===== config.mk =====
export PLATFORM = sky130hd
export DESIGN_NAME = score_lives_controller
export DESIGN_NICKNAME = d
export VERILOG_FILES = /design/src/rtl/score_pkg.sv /design/src/rtl/bcd_add_sat.sv /design/src/rtl/score_lives_controller.sv
export SDC_FILE = /design/constraint.sdc
export NUM_CORES = 1
export LEC_CHECK = 0
export ABC_AREA = 1
export BUFFER_PORTS_ARGS = -buffer_cell sky130_fd_sc_hd__buf_2
export CAP_MARGIN = 30
export CORE_MARGIN = 10
export CORE_UTILIZATION = 56
export DETAILED_ROUTE_END_ITERATION = 16
export MAX_ROUTING_LAYER = met4
export PLACE_DENSITY = 0.77
export SETUP_SLACK_MARGIN = 0.1
export SKIP_LAST_GASP = 1
export SLEW_MARGIN = 20
export SYNTH_ARGS = -nofsm -noshare
export SYNTH_HDL_FRONTEND = slang
export SYNTH_HIERARCHICAL = 1
export SYNTH_SLANG_ARGS = --single-unit

===== constraint.sdc =====
create_clock -name clk -period 12.1 [get_ports clk]
set_input_delay 1.21 -clock clk [delete_from_list [all_inputs] [get_ports clk]]
set_output_delay 1.21 -clock clk [all_outputs]
set_load 0.02 [all_outputs]

===== src/rtl/score_pkg.sv =====
// Shared types and helpers for the score/lives game-flow controller.
package score_pkg;

  typedef enum logic [1:0] {
    IDLE      = 2'd0,
    PLAYING   = 2'd1,
    BALL_LOST = 2'd2,
    GAME_OVER = 2'd3
  } game_state_t;

  typedef logic [3:0] bcd_digit_t;

  // All-9s BCD pattern for up to 16 digits; callers slice the low 4*digits bits.
  function automatic logic [63:0] bcdAllNines(input int digits);
    logic [63:0] nines;
    nines = '0;
    for (int d = 0; d < 16; d++) begin
      if (d < digits) nines[4*d +: 4] = 4'd9;
    end
    return nines;
  endfunction

endpackage


===== src/rtl/bcd_add_sat.sv =====
// Combinational multi-digit BCD add/subtract of a single-digit operand.
// Overflow saturates at all-9s, underflow clamps at zero.
module bcd_add_sat
  import score_pkg::*;
#(
  parameter int DIGITS = 4
) (
  input  logic [4*DIGITS-1:0] valueIn,
  input  bcd_digit_t          operand,
  input  logic                subtract,
  output logic [4*DIGITS-1:0] valueOut
);

  localparam int W = 4 * DIGITS;
  localparam logic [63:0] NINES64 = bcdAllNines(DIGITS);
  localparam logic [W-1:0] ALL_NINES = NINES64[W-1:0];

  logic [W-1:0] raw;
  logic [4:0]   acc;
  logic         carry;
  bcd_digit_t   digitA;
  bcd_digit_t   digitB;

  // Ripple decimal carry/borrow through the digits; a leftover carry means out of range.
  always_comb begin
    raw    = '0;
    acc    = '0;
    carry  = 1'b0;
    digitA = '0;
    digitB = '0;
    for (int d = 0; d < DIGITS; d++) begin
      digitA = valueIn[4*d +: 4];
      digitB = (d == 0) ? operand : 4'd0;
      if (!subtract) begin
        acc = {1'b0, digitA} + {1'b0, digitB} + {4'b0000, carry};
        if (acc > 5'd9) begin
          acc   = acc - 5'd10;
          carry = 1'b1;
        end else begin
          carry = 1'b0;
        end
      end else begin
        acc = {1'b0, digitA} - {1'b0, digitB} - {4'b0000, carry};
        // Negative results wrap into 22..31, so bit 4 flags a borrow.
        if (acc[4]) begin
          acc   = acc + 5'd10;
          carry = 1'b1;
        end else begin
          carry = 1'b0;
        end
      end
      raw[4*d +: 4] = acc[3:0];
    end
    if (carry) valueOut = subtract ? '0 : ALL_NINES;
    else       valueOut = raw;
  end

endmodule


===== src/rtl/score_lives_controller.sv =====
// Game-flow controller: BCD score, remaining lives, ball-loss handling.
//
//   state     | meaning
//   ----------+-----------------------------------------------------------
//   IDLE      | after reset, waiting for startGame
//   PLAYING   | scoring active, watching for the ball reaching the bottom
//   BALL_LOST | ball lost, counting LOST_FRAMES frames before relaunch
//   GAME_OVER | no lives left, score/lives frozen until startGame
module score_lives_controller
  import score_pkg::*;
#(
  parameter int DIGITS        = 4,
  parameter int INIT_LIVES    = 3,
  parameter int GOOD_POINTS   = 5,
  parameter int BAD_POINTS    = 3,
  parameter int BUMPER_POINTS = 1,
  parameter int LOST_FRAMES   = 60
) (
  input  logic                clk,
  input  logic                reset,
  input  logic                startOfFrame,
  input  logic                startGame,
  input  logic                collisionSmileyObstacleGood,
  input  logic                collisionSmileyObstacleBad,
  input  logic                collisionSmileyBumperPulse,
  input  logic                collisionSmileyBottom,
  output logic [4*DIGITS-1:0] score,
  output logic [2:0]          lives,
  output logic                gameActive,
  output logic                ballRelaunch,
  output logic                gameOver
);

  localparam int W = 4 * DIGITS;
  localparam bcd_digit_t GOOD_D   = 4'(GOOD_POINTS);
  localparam bcd_digit_t BAD_D    = 4'(BAD_POINTS);
  localparam bcd_digit_t BUMPER_D = 4'(BUMPER_POINTS);
  localparam logic [2:0] INIT_L   = 3'(INIT_LIVES);
  localparam logic [7:0] LOST_CNT = 8'(LOST_FRAMES);

  game_state_t  state;
  logic [7:0]   frameCnt;
  logic         bottomSeen;
  bcd_digit_t   addTerm;
  bcd_digit_t   subTerm;
  logic [W-1:0] scoreAdded;
  logic [W-1:0] scoreNext;
  logic         anyHit;
  logic         ballLoss;

  // Per-cycle score deltas; GOOD_POINTS + BUMPER_POINTS is assumed to fit one BCD digit.
  always_comb begin
    addTerm = (collisionSmileyObstacleGood ? GOOD_D : 4'd0)
            + (collisionSmileyBumperPulse  ? BUMPER_D : 4'd0);
    subTerm = collisionSmileyObstacleBad ? BAD_D : 4'd0;
    anyHit  = collisionSmileyObstacleGood | collisionSmileyObstacleBad
            | collisionSmileyBumperPulse;
    ballLoss = collisionSmileyBottom & ~bottomSeen;
  end

  bcd_add_sat #(.DIGITS(DIGITS)) addStage (
    .valueIn  (score),
    .operand  (addTerm),
    .subtract (1'b0),
    .valueOut (scoreAdded)
  );

  bcd_add_sat #(.DIGITS(DIGITS)) subStage (
    .valueIn  (scoreAdded),
    .operand  (subTerm),
    .subtract (1'b1),
    .valueOut (scoreNext)
  );

  // Game-flow FSM with registered score, lives and relaunch pulse.
  always_ff @(posedge clk or posedge reset) begin
    if (reset) begin
      state        <= IDLE;
      score        <= '0;
      lives        <= INIT_L;
      frameCnt     <= '0;
      bottomSeen   <= 1'b0;
      ballRelaunch <= 1'b0;
    end else begin
      ballRelaunch <= 1'b0;
      case (state)
        IDLE, GAME_OVER: begin
          if (startGame) begin
            state        <= PLAYING;
            score        <= '0;
            lives        <= INIT_L;
            frameCnt     <= '0;
            bottomSeen   <= 1'b0;
            ballRelaunch <= 1'b1;
          end
        end
        PLAYING: begin
          if (anyHit) score <= scoreNext;
          if (startOfFrame) bottomSeen <= 1'b0;
          if (ballLoss) begin
            bottomSeen <= 1'b1;
            lives      <= (lives == 3'd0) ? 3'd0 : lives - 3'd1;
            frameCnt   <= '0;
            state      <= BALL_LOST;
          end
        end
        BALL_LOST: begin
          if (frameCnt == LOST_CNT) begin
            if (lives == 3'd0) begin
              state <= GAME_OVER;
            end else begin
              state        <= PLAYING;
              ballRelaunch <= 1'b1;
              bottomSeen   <= 1'b0;
            end
          end else if (startOfFrame) begin
            frameCnt <= frameCnt + 8'd1;
          end
        end
        default: state <= IDLE;
      endcase
    end
  end

  assign gameActive = (state == PLAYING);
  assign gameOver   = (state == GAME_OVER);

endmodule


==> results.txt <==
WP data required - 12,320 ps
Worst path max stage delay - 460 ps
Crit Path Class - primary input to register
Slew Limit Headroom - 47.5%
Drt first pass iters - 5
Vias - 4,451
Clock sink total - 31
Main flop type after synthesis - dfrtp_1
Slew @ Worst Pin - 786 ps
Netlist cell types - 39
DPL Wire Length - 8810 um
Synth async-reset ratio - 100%
First-pass GRT wire length - 19,000 um
Crit path DAT - 11,000 ps
Max-slew violations - 0
P_leak - 2.65 nW
CP startpoint kind - primary input
Total global routing overflow - 0
Power Density - 264 nW/um^2
Max frequency - 92.8 MHz
Largest net degree at the start of global routing - 32
CTS Buf Count - 5
Mapped Cells - 700
Initial Utilization - 58.6%
Routability cong. - 0.900
Residual DRC count - 0
Worst hold slack - 487 ps
Status - completed
GR Util All Layers - 18.0%
Final Hold Viols - 0
Num ports - 30
Final TNS setup - 0 ps
Die Y - 111 um
Antenna violations before repair - 0
Unrepaired setup endpoints after global routing - false
DP Area - 4860 sq um
Core area - 7850 sq um
Fin crit share - 89.1%
EDFF count, synth - 0
Worst vdd ir - 0.183 mV
H-tree Lvls - 2
Vias in the first global route - 4,218
CTS tree - done
DIE WIDTH - 111 um
Max Clock Skew - 6.91 ps
Most frequent cells after synthesis - nand2_1 (188), inv_1 (104), nand3_1 (67)
Diode count - 0
Root buffer cell - clkbuf_8
Via-per-instance ratio - 5.27
CP dominant cell by count - nand2_1
Clock insertion delay at the later pin of the skew report - 290 ps
Most common cell in the netlist - nand2_1
Ys Warns - 6
Max Cap Violations - 0
Row cnt - 32
Design area - 4950 sq um
Layout area overhead - 7.76%
Clock Tree Buf Depth - 2
Post-route ant nets - 0
Area contributors post-synth - ha_1 (17%), dfrtp_1 (16%), nand2_1 (15%)
CTS hold repair buffers - 0
Top delay family on crit path - adder cells
Layout Nets - 817
Critical Path Slowest Stage Cell - fa_1
Post-route minimum period - 10,780 ps
Seq/Total Area, Yosys - 16.9%
Die Area - 12,200 sq um
Setup crit end kind - register
Hold Path Class - register to register
Synth top area share - 17.1%
CP max FO - 8
Clock Pin Slew Worst Setup and Hold Paths - 60 ps
CP Buf/Inv Count - 8
Routed len/inst - 12.8 um
Setup violators final - 0
#FFs+latches synth - 31
Synthesized area - 4600 sq um
Area leader, netlist - ha_1
Syn Area/Cell - 6.57 sq um
Share of cells above drive strength 1 - 12.4%
Iter 0 DRT Violations - 303
IO Port Bufs - 29
Drt total wl - 10,800 um
Finished Core Util - 63.1%
per-layer routing:
| metal | GRT usage, % | wire (um) | vias up | part of all wire (%) |
|---|---|---|---|---|
| met1 | 22.5 | 5060 | 2000 | 47 |
| met2 | 29.6 | 5060 | 121 | 47 |
| met3 | 2.05 | 516 | 17 | 4.8 |
| li1 | - | - | 2313 | - |
| met5 | - | 0 | - | 0 |
| met4 | 5.70 | 216 | 0 | 2.0 |
cells by family (layout without fill, tap and decap cells):
family / count (synthesis) / count (layout) / synth area share (%)
buffers and inverters: 125 / 152 / 11.2
adder cells (fa/ha/maj): 67 / 67 / 18.9
XOR/XNOR: 18 / 18 / 3.76
flip-flops: 31 / 31 / 16.9
other: 2 / 18 / 0.163
AND/OR/NAND/NOR: 345 / 345 / 35.7
AO/OA/AOI/OAI: 112 / 112 / 13.4
flip-flops by register name, indices dropped and copies added, names as in the netlist:
| name | count |
|---|---|
| state | 2 |
| score | 16 |
| ballRelaunch | 1 |
| lives | 3 |
| frameCnt | 8 |
| bottomSeen | 1 |
final timing paths:
check	slack (ps)	end	cells past startpoint	start
min	490	bottomSeen$_DFFE_PP0P_	2	bottomSeen$_DFFE_PP0P_
max reg2reg	2200	score[15]$_DFFE_PP0P_	69	score[1]$_DFFE_PP0P_
max	1320	score[15]$_DFFE_PP0P_	72	collisionSmileyObstacleGood
min in group asynchronous	990	score[13]$_DFFE_PP0P_	3	reset
max in group asynchronous	10770	lives[1]$_DFFE_PP1P_	3	reset
min reg2reg	490	bottomSeen$_DFFE_PP0P_	2	bottomSeen$_DFFE_PP0P_
repair_timing:
item | CTS | global route
endpoints found under the setup margin | 0 | 2
hold endpoints to repair | 0 | 0
setup buffers | 0 | 0
resized for setup | 0 | 2
layout by cell type (no fill, tap or decap), types with 2 or more instances in the layout:
master      n
a21oi_1    34
buf_2      29
buf_4       2
clkbuf_8    6
conb_1     18
dfrtp_1    29
dfstp_2     2
fa_1        4
ha_1       63
inv_1     104
inv_2       8
nand2_1   188
nand2_2     9
nand2_4     3
nand2_8     4
nand3_1    67
nand3_2     5
nand3_4     2
nand3b_1    7
nand4_1     4
nor2_1     39
nor2_2      7
nor3_1      2
o211ai_1    4
o21ai_0    38
o21ai_1    23
o21ai_2     7
o21bai_1    2
o311ai_0    2
o32ai_1     2
or2_0       2
or2_1       2
or2_2       2
xnor2_1     8
xnor2_2     2
xor2_1      8
tightest hold or removal path, stage by stage, from the launching register on:
cell and delay (ps):
dfrtp_1 350, nand2_1 60, nand2_1 50
power by group:
part	internal, W	switching (W)	leakage, nW
Combinational	0.000380	0.000671	2.19
Clock	0.0000459	0.0000416	0.0482
Sequential	0.000134	0.0000359	0.414
Total	0.000560	0.000749	2.65
through the flow:
| stage | setup WS [ps] | total power (W) | instances |
|---|---|---|---|
| final | 1320 | 0.00131 | 845 |
| after global routing | 189 | 0.00147 | 845 |
| after CTS | 1140 | 0.00129 | 845 |
| after detailed placement | 876 | 0.00120 | 837 |
| after global placement | 1360 | 0.00115 | 836 |
| after floorplan | 2090 | 0.000996 | 716 |
layout make-up:
| cell class | instances | area (sq um) |
|---|---|---|
| Multi-Input combinational cell | 560 | 3360 |
| Sequential cell | 31 | 778 |
| Clock inverter | 1 | 5.00 |
| Tap cell | 102 | 128 |
| Timing Repair Buffer | 32 | 171 |
| Fill cell | 744 | 2890 |
| Clock buffer | 7 | 86.3 |
| Inverter | 112 | 420 |
Power figures use the tool's default switching activity.
